<file path="src/rtl/traffic_phase_ctrl.sv">
// Phase sequencer for a two-direction traffic light driving 5 s / 10 s interval counters.
// Optional macro TL_YELLOW_BLINK_EN: yellow lamp bit follows clk_halfs in yellow phases.
module traffic_phase_ctrl #(
  parameter int GREEN_SECS  = 10,
  parameter int YELLOW_SECS = 5,
  parameter int CNT_W       = 4
) (
  input  logic             clk,
  input  logic             rst_n,
  input  logic             tick_1s,
  input  logic             clk_halfs,
  input  logic             cnt_out_5s,
  input  logic             cnt_out_10s,
  output logic             en_cnt_5s,
  output logic             en_cnt_10s,
  output logic [2:0]       ns_light,
  output logic [2:0]       ew_light,
  output logic [CNT_W-1:0] countdown,
  output logic [2:0]       phase
);

  typedef enum logic [2:0] {
    INIT      = 3'd0,
    NS_GREEN  = 3'd1,
    NS_YELLOW = 3'd2,
    EW_GREEN  = 3'd3,
    EW_YELLOW = 3'd4
  } state_t;

  localparam logic [CNT_W-1:0] GREEN_LD  = CNT_W'(GREEN_SECS);
  localparam logic [CNT_W-1:0] YELLOW_LD = CNT_W'(YELLOW_SECS);

  state_t           state_q, state_d, nxt;
  logic             gap_q, gap_d;
  logic             en5_q, en5_d;
  logic             en10_q, en10_d;
  logic [CNT_W-1:0] cd_q, cd_d;
  logic [2:0]       ns_q, ns_d;
  logic [2:0]       ew_q, ew_d;
  logic             tick_q, c5_q, c10_q;
  logic             tick_rise, c5_rise, c10_rise;
  logic             is_green, sel_rise, sel_en, enter;

  assign tick_rise = tick_1s & ~tick_q;
  assign c5_rise   = cnt_out_5s & ~c5_q;
  assign c10_rise  = cnt_out_10s & ~c10_q;

  function automatic logic [5:0] lamps(input state_t s);
    logic [5:0] l;
    l = {3'b100, 3'b100};
    unique case (1'b1)
      (s == NS_GREEN):  l = {3'b001, 3'b100};
      (s == NS_YELLOW): l = {3'b010, 3'b100};
      (s == EW_GREEN):  l = {3'b100, 3'b001};
      (s == EW_YELLOW): l = {3'b100, 3'b010};
      default:          l = {3'b100, 3'b100};
    endcase
    return l;
  endfunction

  always_comb begin
    state_d  = state_q;
    gap_d    = gap_q;
    en5_d    = en5_q;
    en10_d   = en10_q;
    cd_d     = cd_q;
    ns_d     = ns_q;
    ew_d     = ew_q;
    enter    = 1'b0;
    nxt      = INIT;
    is_green = (state_q == NS_GREEN) || (state_q == EW_GREEN);
    sel_rise = is_green ? c10_rise : c5_rise;
    sel_en   = is_green ? en10_q : en5_q;
    unique case (1'b1)
      (state_q == INIT):      nxt = NS_GREEN;
      (state_q == NS_GREEN):  nxt = NS_YELLOW;
      (state_q == NS_YELLOW): nxt = EW_GREEN;
      (state_q == EW_GREEN):  nxt = EW_YELLOW;
      (state_q == EW_YELLOW): nxt = NS_GREEN;
      default:                nxt = INIT;
    endcase
    if (state_q == INIT) begin
      enter = 1'b1;
    end else if (!gap_q && sel_en && sel_rise) begin
      enter = 1'b1;
    end
    if (enter) begin
      state_d = nxt;
      gap_d   = 1'b1;
      en5_d   = 1'b0;
      en10_d  = 1'b0;
      cd_d    = (nxt == NS_GREEN || nxt == EW_GREEN) ? GREEN_LD : YELLOW_LD;
      {ns_d, ew_d} = lamps(nxt);
    end else begin
      if (gap_q) begin
        gap_d  = 1'b0;
        en10_d = is_green;
        en5_d  = ~is_green;
      end
      // reload above takes priority over a same-cycle tick
      if (tick_rise && cd_q != '0) cd_d = cd_q - CNT_W'(1);
    end
  end

  always_ff @(posedge clk or negedge rst_n) begin
    if (!rst_n) begin
      state_q <= INIT;
      gap_q   <= 1'b1;
      en5_q   <= 1'b0;
      en10_q  <= 1'b0;
      cd_q    <= '0;
      ns_q    <= 3'b100;
      ew_q    <= 3'b100;
      tick_q  <= 1'b0;
      c5_q    <= 1'b0;
      c10_q   <= 1'b0;
    end else begin
      state_q <= state_d;
      gap_q   <= gap_d;
      en5_q   <= en5_d;
      en10_q  <= en10_d;
      cd_q    <= cd_d;
      ns_q    <= ns_d;
      ew_q    <= ew_d;
      tick_q  <= tick_1s;
      c5_q    <= cnt_out_5s;
      c10_q   <= cnt_out_10s;
    end
  end

  assign en_cnt_5s  = en5_q;
  assign en_cnt_10s = en10_q;
  assign countdown  = cd_q;
  assign phase      = state_q;

`ifdef TL_YELLOW_BLINK_EN
  assign ns_light = {ns_q[2], ns_q[1] & clk_halfs, ns_q[0]};
  assign ew_light = {ew_q[2], ew_q[1] & clk_halfs, ew_q[0]};
`else
  assign ns_light = ns_q;
  assign ew_light = ew_q;
`endif

endmodule

</file>
<file path="config.mk">
export PLATFORM = sky130hd
export DESIGN_NAME = traffic_phase_ctrl
export DESIGN_NICKNAME = d
export VERILOG_FILES = /design/src/rtl/traffic_phase_ctrl.sv
export SDC_FILE = /design/constraint.sdc
export NUM_CORES = 1
export LEC_CHECK = 0
export CORE_MARGIN = 1
export CORE_UTILIZATION = 48
export DETAILED_ROUTE_END_ITERATION = 16
export PLACE_DENSITY = 0.86
export SLEW_MARGIN = 10
export SYNTH_ARGS = -nofsm -noshare
export SYNTH_HDL_FRONTEND = slang
export SYNTH_SLANG_ARGS = --single-unit
</file>
<file path="constraint.sdc">
create_clock -name clk -period 1.8 [get_ports clk]
set_input_delay 0.54 -clock clk [delete_from_list [all_inputs] [get_ports clk]]
set_output_delay 0.54 -clock clk [all_outputs]
set_load 0.02 [all_outputs]
</file>
### After elaboration in Yosys (flattened, before gate mapping)

Index checks and enable logic that the tools add are counted.

| word-level totals | value |
|---|---|
| bits of input ports | 6 |
| output and inout port bits | 15 |
| bits in registers | 19 |
| logic and storage cells | 51 |

| cells by class | value |
|---|---|
| reductions and logical operators | 11 |
| add/subtract/negate cells | 1 |
| mux-type cells | 14 |
| bitwise gates (word level) | 7 |
| eq/ne operators | 8 |

Operators with widths:

| operator | number |
|---|---|
| $pmux 6 s4 | 1 |
| $eq 3x2->1 const B | 4 |
| $mux 4 | 3 |
| $pmux 3 s4 | 1 |
| $mux 1 | 9 |
| $eq 3x1->1 const B | 2 |
| $eq 3x3->1 const B | 2 |
| $not 1->1 | 4 |
| $reduce_bool 2->1 | 2 |
| $reduce_bool 4->1 | 1 |
| $sub 4x1->4 const B | 1 |
| $and 1x1->1 | 3 |
| $logic_and 1x1->1 | 3 |
| $logic_not 3->1 | 1 |
| $logic_or 1x1->1 | 2 |
| $reduce_or 2->1 | 1 |
| $logic_not 1->1 | 1 |

### Longest topological paths before layout

| depth | value |
|---|---|
| depth in word-level cells | 8 |
| gate-level depth with buffers | 6 |
| mapped depth without buffers | 6 |

### Worst setup path after synthesis

Ideal clock, no wire load.

| path | value |
|---|---|
| path kind | register to register |
| from | register cd_q[0], in the netlist countdown[0] |
| to | register cd_q[3], in the netlist countdown[3] |
| data required time | 1.675 ns |
| clock period less this slack | 1.544 ns |
| library setup time | 0.125 ns |
| buffers on the path | 0 |
| stages on the path, launching flop included | 7 |
| data arrival time | 1.420 ns |
| slack | 0.256 ns |
| cell sequence | dfrtp_1 > inv_1 > ha_1 > a311oi_4 > nand3_1 > a21oi_1 > a21oi_1 |

| on the way | value |
|---|---|
| longest elaborated chain between the ends | 3 |
| elaborated cells between the ends (all ways) | 6 |
| those cells by class | add/sub: 1; mux: 2; reduce/logical: 3 |

RTL lines:

| element | RTL line | text |
|---|---|---|
| from (decl) | 37 | `logic [CNT_W-1:0] cd_q, cd_d;` |
| from (signal assigned) | 111 | `cd_q <= '0;` |
| from (signal assigned) | 122 | `cd_q <= cd_d;` |
| $sub 4x1->4 / $reduce_bool 4->1 (equally long branches) | 101 | `if (tick_rise && cd_q != '0) cd_d = cd_q - CNT_W'(1);` |
| $mux 4 / $logic_and 1x1->1 (equally long branches) | 101 |  |
| $mux 4 / $reduce_bool 2->1 (equally long branches) | - |  |

Several ways; a longest one is shown, not always the timed one. The select of a mux whose other input is x is not followed.
A chain may end at the register's enable or synchronous reset.

### Worst setup path in the final report

| path | value |
|---|---|
| from | input port cnt_out_10s |
| to | register en10_q, in the netlist en_cnt_10s |

| on the way | value |
|---|---|
| longest elaborated chain between the ends | 6 |
| elaborated cells between the ends (all ways) | 7 |
| those cells by class | mux: 4; bitwise: 1; reduce/logical: 2 |

RTL lines:

| element | RTL line | text |
|---|---|---|
| from (decl) | 13 | `input logic cnt_out_10s,` |
| $and 1x1->1 * | 46 | `assign c10_rise = cnt_out_10s & ~c10_q;` |
| $mux 1 * | 72 | `sel_rise = is_green ? c10_rise : c5_rise;` |
| $logic_and 1x1->1 * | 84 | `end else if (!gap_q && sel_en && sel_rise) begin` |
| $mux 1 * | 84 |  |
| $mux 1 * | 82 | `if (state_q == INIT) begin` |
| named net enter | 42 | `logic is_green, sel_rise, sel_en, enter;` |
| $mux 1 / $reduce_bool 2->1 (equally long branches) | - |  |
| to (signal assigned) | 121 | `en10_q <= en10_d;` |
| to (decl) | 36 | `logic en10_q, en10_d;` |

Mark *: on every way through the listed nets, which the timed path passes. The rest lies on a longest branch.

==> impl_summary.txt <==
----------------------------------------------------
[Outcome]
  Run status ... finished, final reports clean

[Synthesis]
  Number of nets in the synthesized netlist ... 93
  Share of the synthesized area in the top cell type ... between 40 and 50%
  Number of distinct library cells after synthesis ... 40
  Share of synthesized area occupied by flip-flops and latches ... between 40% and 50%
  Syn avg cell area ... 11.61 um2
  Register bit count reported by yosys ... 19
  Largest cells by area after synthesis ... sky130_fd_sc_hd__dfrtp_1 (40%), sky130_fd_sc_hd__dfstp_2 (7.9%), sky130_fd_sc_hd__buf_6 (4.5%), sky130_fd_sc_hd__a21o_1 (3.8%), sky130_fd_sc_hd__a311oi_4 (2.6%)
  Warning count from the yosys run ... 0
  Cell taking the most area after synthesis ... sky130_fd_sc_hd__dfrtp_1
  Gate count after technology mapping ... 86
  Synthesized area ... 998.5 um2

[Routing]
  Detailed-router iteration count before antenna repair ... 4
  Antenna viol nets, final ... 0
  Detail-routed via count per cell ... between 5 and 6
  Total routed wirelength ... around 2300 um
  Average wire per cell in the routed design ... 15.63 um
  First-iteration detailed-routing DRC count ... 33
  Routed vias ... roughly 810
  DR DRC count ... 0

[Job]
  Max Cap Viol ... 0

[Min path]
  Worst Min Path Start ... ns_light[2]$_DFFE_PN1P_
  Worst Hold Class ... flip-flop to flip-flop
  Hold Path Stages ... 2
  Endpoint of the worst hold-timing path ... ns_light[2]$_DFFE_PN1P_

[Final layout]
  Number of nets in the layout ... ~130
  Number of diodes added for antenna fixing ... 0
  Post-layout utilization of the core ... 66.71%
  Commonest cells after routing, fill and taps aside ... sky130_fd_sc_hd__dfrtp_1 (16), sky130_fd_sc_hd__dlygate4sd2_1 (15), sky130_fd_sc_hd__buf_4 (12)
  Layout-stage area growth over the synthesis result ... 31.08%
  Layout cells sized above 1 ... between 20% and 30%
  Leading cell type in the layout, fill and taps excluded ... sky130_fd_sc_hd__dfrtp_1
  Layout Cell Area excl Fill ... approximately 1300 um2

[Die]
  Standard cell core area ... approximately 2000 um2
  Die boundary height ... 47.61 um
  Overall die area ... around 2300 um2
  Horizontal die dimension ... about 48 um
  Number of top-level design ports ... 21
  Standard-cell row count ... 16
  Initial cell density of the core ... just over 50%

[Global route]
  Congestion Overflow GR ... 0
  Number of antenna violations at the first check in global routing ... 0
  Met1 routing resource usage after global routing ... between 20 and 25%
  Peak-usage layer in the global routing report ... met2
  Met3 Usage GRT ... under 10%
  Vias in the first global route ... slightly above 700
  Total routing resource utilization after global routing ... 20.79%
  Pin count of the biggest net entering global routing ... 20
  Global-route wire length before repair ... approximately 3200 um
  Global routing met2 resource utilization ... 33.42%

[Timing]
  Final hold violation count ... 0
  Count of final setup violators ... 0
  Period utilisation layout ... a little over nine tenths
  Skew final ... between 0.006 and 0.007 ns
  Max Slew Vio Count ... 0
  Final Critical Period ... between 1.5 and 2 ns
  Max Freq ... 569.7 MHz
  Slew at the pin closest to its max-slew limit ... 0.4397 ns
  Worst-case headroom to the max-slew limit ... between 70% and 80%
  Total negative slack ... 0 ns

[Setup path]
  FF-to-FF End ... phase[2]$_DFFE_PN0P_
  Arrival time of the worst setup path ... 1.95 ns
  Slack of the worst reg-to-reg path ... approximately 0.19 ns
  Crit path kind ... input port to flip-flop
  Setup crit end kind ... flip-flop
  Category of the worst setup path launch point ... input port
  Worst R2R Start ... phase[2]$_DFFE_PN0P_
  CP Max Fanout ... 7
  Worst endpoint required time ... roughly 2 ns
  Depth of the worst register-to-register path ... 7

[Clock network]
  Number of setup buffers added after CTS ... 0
  Clock tree from TritonCTS ... yes
  Longest Clk Path Bufs ... 2
  CTS root buffer ... sky130_fd_sc_hd__clkbuf_4
  Later-pin clock latency in the skew report ... 0.30 ns
  Number of buffers inserted during clock tree synthesis ... 3
  Number of levels in the clock H-tree ... 1
  Sink Count ... 19
  Register clock-pin slew on the reported worst setup and hold paths ... around 0.11 ns

[Placement]
  Global placement routability congestion ... roughly 0.81
  Area after DPL ... 1280 um2
  Number of input and output port buffers inserted ... 19
  Final HPWL DP ... about 1600 um

[Power]
  Worst IR drop on VDD ... about 0.78 mV
  Static Leakage ... about 0.00064 uW
  Power per cell area ... ~1700 nW/um2

----------------------------------------------------
-- synth_stat cells, drive strengths merged --
library cell	n
a22o	2
a311oi	1
o21bai	1
o21ai	3
nand3	1
o311a	1
o32ai	1
nor2	8
a21o	6
nor4	1
dfstp	3
o22ai	4
dfrtp	16
o2bb2ai	1
nor3b	2
nand3b	2
a21oi	5
ha	1
a211o	1
mux2i	2
nor3	3
nor2b	2
buf	5
o21a	1
nand2b	1
inv	8
a221oi	1
a31oi	1
a211oi	2
-- area by class of cell --
cell class / instances / area [um2]
fillers: 168 / 653.1
clock buffers: 3 / 22.52
inverters: 8 / 30.03
well taps: 27 / 33.78
repair buffers: 32 / 281.5
clock inverters: 1 / 5.005
flip-flops and latches: 19 / 479.2
multi-input cells: 54 / 456.7
-- report_power, final --
part	leakage, uW	switching (uW)	internal, uW	total (uW)
clock network	0.0000177	135	82.9	218
registers	0.000227	129	599	729
logic	0.000395	692	543	1240
total	0.000640	956	1230	2180
-- repair_timing --
action / in CTS / in global routing
hold buffers: 0 / 0
pin swaps: 0 / 5
gates cloned: 0 / 0
endpoints found under the setup margin: 15 / 4
gates resized for setup: 15 / 3
-- worst max-delay path, cell delays in order --
cell	delay (ns)
sky130_fd_sc_hd__clkdlybuf4s50_1	0.49
sky130_fd_sc_hd__nand3b_1	0.17
sky130_fd_sc_hd__o21ai_2	0.22
sky130_fd_sc_hd__o22ai_2	0.11
sky130_fd_sc_hd__inv_2	0.15
sky130_fd_sc_hd__o22ai_2	0.09
sky130_fd_sc_hd__a22o_1	0.18
-- kinds of logic after synthesis --
family	Yosys count	synth area share (%)
AO/OA/AOI/OAI	31	26.82
AND/OR/NAND/NOR	20	13.66
adder cells (fa/ha/maj)	1	1.253
buffers and inverters	13	8.271
multiplexers	2	2.005
flip-flops	19	48.00
-- how the worst max path moves through the flow --
stage | slack, ns | cells after the start | endpoint | start
floorplan | 0.26 | 6 | countdown[3]$_DFFE_PN0P_ | countdown[0]$_DFFE_PN0P_
detailed placement | -0.27 | 7 | ew_light[2]$_DFFE_PN1P_ | cnt_out_10s
global placement | -0.18 | 7 | phase[2]$_DFFE_PN0P_ | cnt_out_5s
finish | 0.04 | 7 | en_cnt_10s$_DFFE_PN0P_ | cnt_out_10s
global route | -0.007 | 7 | phase[2]$_DFFE_PN0P_ | cnt_out_5s
CTS | 0.04 | 7 | ew_light[2]$_DFFE_PN1P_ | cnt_out_10s
-- metrics by stage --
| step | cells | power, uW | setup slack, ns | hold slack, ns |
|---|---|---|---|---|
| floorplan | 86 | 1529 | 0.2557 | 0.2444 |
| global placement | 140 | 1951 | -0.1816 | 0.4618 |
| detailed placement | 140 | 2013 | -0.2739 | 0.4693 |
| CTS | 144 | 2152 | 0.03911 | 0.4895 |
| global route | 144 | 2312 | -0.006896 | 0.5041 |
| finish | 144 | 2182 | 0.04458 | 0.4871 |
-- per-layer routing --
metal,routed length (um),up-vias
met4,72,0
met5,0,-
met3,73,6
met1,879,407
li1,-,374
met2,1225,27
-- state kept, by name, summed over array words and instances, names as in the netlist --
name        count
countdown       4
ew_light        3
ns_light        3
phase           3
c10_q           1
c5_q            1
en_cnt_10s      1
en_cnt_5s       1
gap_q           1
tick_q          1
No activity file was read; power rests on OpenSTA's default activity.
==> variant 1, RTL diff (same settings) <==
Put one more register stage on the output `ns_light`, cleared by the reset. The value now appears one clock later. The other outputs are not delayed to match.
--- a/src/rtl/traffic_phase_ctrl.sv
+++ b/src/rtl/traffic_phase_ctrl.sv
@@ -137,7 +137,13 @@
   assign ns_light = {ns_q[2], ns_q[1] & clk_halfs, ns_q[0]};
   assign ew_light = {ew_q[2], ew_q[1] & clk_halfs, ew_q[0]};
 `else
-  assign ns_light = ns_q;
+  always_ff @(posedge clk or negedge rst_n) begin
+    if (!rst_n) begin
+      ns_light <= '0;
+    end else begin
+      ns_light <= ns_q;
+    end
+  end
   assign ew_light = ew_q;
 `endif
 
Formal check against the unedited RTL: not equivalent (a bounded check fails within 4 cycles, from zero or initial values and one cycle with rst_n low).
==> variant 1 against the unedited design <==
  * Sequential cell count grew 3
  * Design area grew 3.3%
  * Critical path depth shrank 2
  * Setup slack gained 27 ps
  * Die area grew 6.6%
  * Count of clock-buffer cells in the layout grew 1
  * Synthesized area grew 6.9%
  * Clock skew grew 5.5 ps
  * Register-to-register slack gained 40 ps
  * Wire length shrank 5.5%
  * Total power grew 4.3%
  * Critical path type unchanged
  * Critical endpoint is now ns_q[1]
  * Largest power group unchanged
  * Highest routed layer unchanged
==> variant 1: results (changes against the unedited design) <==
arrival time worst endpoint - 1930 ps (was 1950 ps)
vias in the first global route - 820 (was 722)
met3 routed WL - 96 um (was 73 um)
Vias - 828 (was 814)
Setup crit start - cnt_out_5s (was cnt_out_10s)
met2 wire len - 1080 um (was 1230 um)
Initial DRC Count - 14 (was 33)
clk_skew - 12.1 ps (was 6.56 ps)
top cells by count, synth - dfrtp_1, a21oi_1, o21ai_1, nor2_1, nor3_1 (was dfrtp_1, inv_1, nor2_1, a21o_1, a21oi_1)
nets - 132 (was 125)
P_sw - 955 uW (was 956 uW)
Finished Layout Cells - 151 (was 144)
met1 wire length - 908 um (was 879 um)
Critical R2R Launch - countdown[0] (was phase[2])
Total GRT Usage - 0.209 (was 0.208)
run status - finished clean (unchanged)
fill count - 181 (was 168)
dpl cell area - 0.00133 sq mm (was 0.00128 sq mm)
sequential-to-total area share from yosys stat - 0.519 (was 0.480)
largest net degree at the start of global routing - 23 (was 20)
utilization after layout - 0.668 (was 0.667)
first-pass GRT wire length - 3760 um (was 3170 um)
gpl congestion - 0.806 (about the same)
maximum VDD drop - 0.955 mV (was 0.783 mV)
max incr delay on CP - 550 ps (was 490 ps)
-- variant 1: kinds of logic (layout without fill, tap and decap cells) --
kind of cell,count (synthesis),in the layout,synth area share
AOI/OAI and AO/OA,31,31,0.209
and+or+nand+nor,25,25,0.142
DFF,22,22,0.519
buffers and inverters,12,40,0.0586
muxes,3,3,0.0410
adders and majority gates,2,2,0.0223
xor gates and xnor gates,1,1,0.00821
-- variant 1: what timing repair did --
action                                  in CTS  in global routing
gates cloned                                 0                  0
resized for setup                           14                  1
endpoints found under the setup margin      14                  1
-- variant 1: per-layer routing --
| metal | vias up | track usage |
|---|---|---|
| li1 | 398 | - |
| met1 | 400 | 0.256 |
| met2 | 25 | 0.358 |
| met3 | 5 | 0.0312 |
| met4 | 0 | 0.0980 |
| met5 | - | 0 |
-- variant 1: power by group through the flow --
stage	combinational, mW	sequential, mW	clock [mW]
after floorplan	0.639	0.996	0
after global placement	1.22	0.843	0
after detailed placement	1.26	0.855	0
after CTS	1.18	0.841	0.282
after global routing	1.28	0.872	0.301
final	1.17	0.837	0.271
-- variant 1: path summary, 6_finish.rpt --
kind	slack, ps	cells past startpoint	endpoint
worst max-delay path	70	5	ns_q[1]
worst min-delay path	410	0	ns_light[0]
max in group asynchronous	940	2	ew_light[2]
worst min register to register	410	0	ns_light[0]
worst max register to register	230	6	countdown[1]
min in group asynchronous	570	2	countdown[2]
-- variant 1: cell type report --
cell class / instances / share of cell area
Tap cell: 27 / 0.0250
Sequential cell: 22 / 0.410
Inverter: 7 / 0.0194
Clock buffer: 4 / 0.0269
Multi-Input combinational cell: 62 / 0.333
Timing Repair Buffer: 29 / 0.185
-- variant 1: worst reg2reg max path: cells and delay by family, from the launching register on --
family / cells / cell delay [ps]
compound gates: 2 / 390
fa+ha+maj: 1 / 260
buf+inv: 2 / 260
flops: 1 / 410
mux: 1 / 190
==> variant 2, RTL diff (config.mk and constraints unchanged) <==
Without the edit above. Add a define of `TL_YELLOW_BLINK_EN`.
--- a/src/rtl/traffic_phase_ctrl.sv
+++ b/src/rtl/traffic_phase_ctrl.sv
@@ -1,5 +1,7 @@
 // Phase sequencer for a two-direction traffic light driving 5 s / 10 s interval counters.
 // Optional macro TL_YELLOW_BLINK_EN: yellow lamp bit follows clk_halfs in yellow phases.
+`define TL_YELLOW_BLINK_EN
+
 module traffic_phase_ctrl #(
   parameter int GREEN_SECS  = 10,
   parameter int YELLOW_SECS = 5,
Behaviour: not the same (Yosys sat finds a counterexample within 4 cycles, from zero or initial values and one cycle with rst_n low).
==> variant 2 against the unedited design <==
  * Sequential cell count unchanged
  * Design area down 2.1%
  * Clock skew down 4.9 ps
  * Synthesized area up 3.9%
  * Wire length down 9.8%
  * Setup slack worse by 12 ps
  * Synthesized cell count up 19%
  * Sequential share of layout area up 0.79 points
  * Die area up 3.7%
  * Fmax down 0.69%
  * Total power down 0.79%
  * Non-clock buffer count down 3
  * First-iteration DRC count down 21%
  * Largest cell class unchanged
==> variant 2: results (changes against the unedited design) <==
Mapped Nets - 109 (was 93)
Synth Area in Adders - 0.0229 (was 0.0125)
fraction of area in multi-input gates - 0.362 (was 0.349)
comb_multi_in - 66 (was 54)
HP Class - input pin to async pin (was flip-flop to flip-flop)
run status - finished clean (unchanged)
Compound-Gate Fraction of Synth Area - 0.188 (was 0.268)
non-clk buf share - 0.195 (was 0.215)
Buffers excl. clock - 29 (was 32)
crit path max fanout - 2 (was 7)
post-synthesis xor/xnor area fraction - 0.0169 (was 0)
utilization after layout - 0.640 (was 0.667)
reg2reg end - ew_q[0] (was phase[2])
first-pass GRT wire length - 3490 um (was 3170 um)
Finished Layout Cells - 152 (was 144)
fill count - 157 (was 168)
gpl congestion - 0.822 (was 0.806)
Critical R2R Launch - gap_q (was phase[2])
reg-to-reg slack, setup - 350 ps (was 190 ps)
first-pass detailed-route iteration total - 6 (was 4)
dpl cell area - 0.00127 sq mm (was 0.00128 sq mm)
Worst Tran Pin Value - 360 ps (was 440 ps)
CP max-delay cell - dlygate4sd2_1 (was clkdlybuf4s50_1)
reg2reg path depth - 6 (was 7)
CTS-repair resized insts - 21 (was 15)
Initial DRC Count - 26 (was 33)
share of cells above drive strength 1 - 0.184 (was 0.299)
clk_skew - 1.64 ps (was 6.56 ps)
Post-Syn Area per Cell - 10.2 sq um (was 11.6 sq um)
mux cell area share after synthesis - 0.0386 (was 0.0201)
top cells by count, synth - dfrtp_1, a21oi_1, o21ai_1 (was dfrtp_1, inv_1, nor2_1, a21o_1, a21oi_1)
clk tree area frac - 0.0215 (was 0.0210)
Non-clk invs - 7 (was 8)
max incr delay on CP - 310 ps (was 490 ps)
arrival time worst endpoint - 1230 ps (was 1950 ps)
Total GRT Usage - 0.194 (was 0.208)
Seq cells - 19 (unchanged)
dpl hpwl - 1500 um (was 1550 um)
nets - 133 (was 125)
sequential-to-total area share from yosys stat - 0.462 (was 0.480)
worst hold margin - 562 ps (was 487 ps)
IO Port Bufs - 20 (was 19)
maximum VDD drop - 0.795 mV (was 0.783 mV)
dpl ws - -474 ps (was -274 ps)
fraction of area in registers - 0.374 (was 0.366)
Via density - 5.47 (was 5.65)
## variant 2: report_power, final
group / leakage [nW] / total (mW) / internal (mW) / switching (mW)
Combinational: 0.339 / 1.21 / 0.518 / 0.691
Sequential: 0.228 / 0.742 / 0.611 / 0.131
Clock: 0.0177 / 0.215 / 0.0827 / 0.132
Total: 0.585 / 2.16 / 1.21 / 0.954
## variant 2: per-layer routing
metal,GRT usage,vias to the layer above,share of wire
li1,-,409,-
met1,0.242,396,0.46
met2,0.319,21,0.48
met3,0.0283,6,0.032
met4,0.113,0,0.022
met5,0,-,0
## variant 2: how the worst max path moves through the flow
stage	startpoint	to	slack, ps	cells after the start
final	clk_halfs	ns_light[1]	30	3
after detailed placement	clk_halfs	ns_light[1]	-470	3
after global routing	clk_halfs	ns_light[1]	10	3
after floorplan	countdown[0]	countdown[1]	430	5
after global placement	clk_halfs	ns_light[1]	-440	3
after CTS	clk_halfs	ns_light[1]	30	3
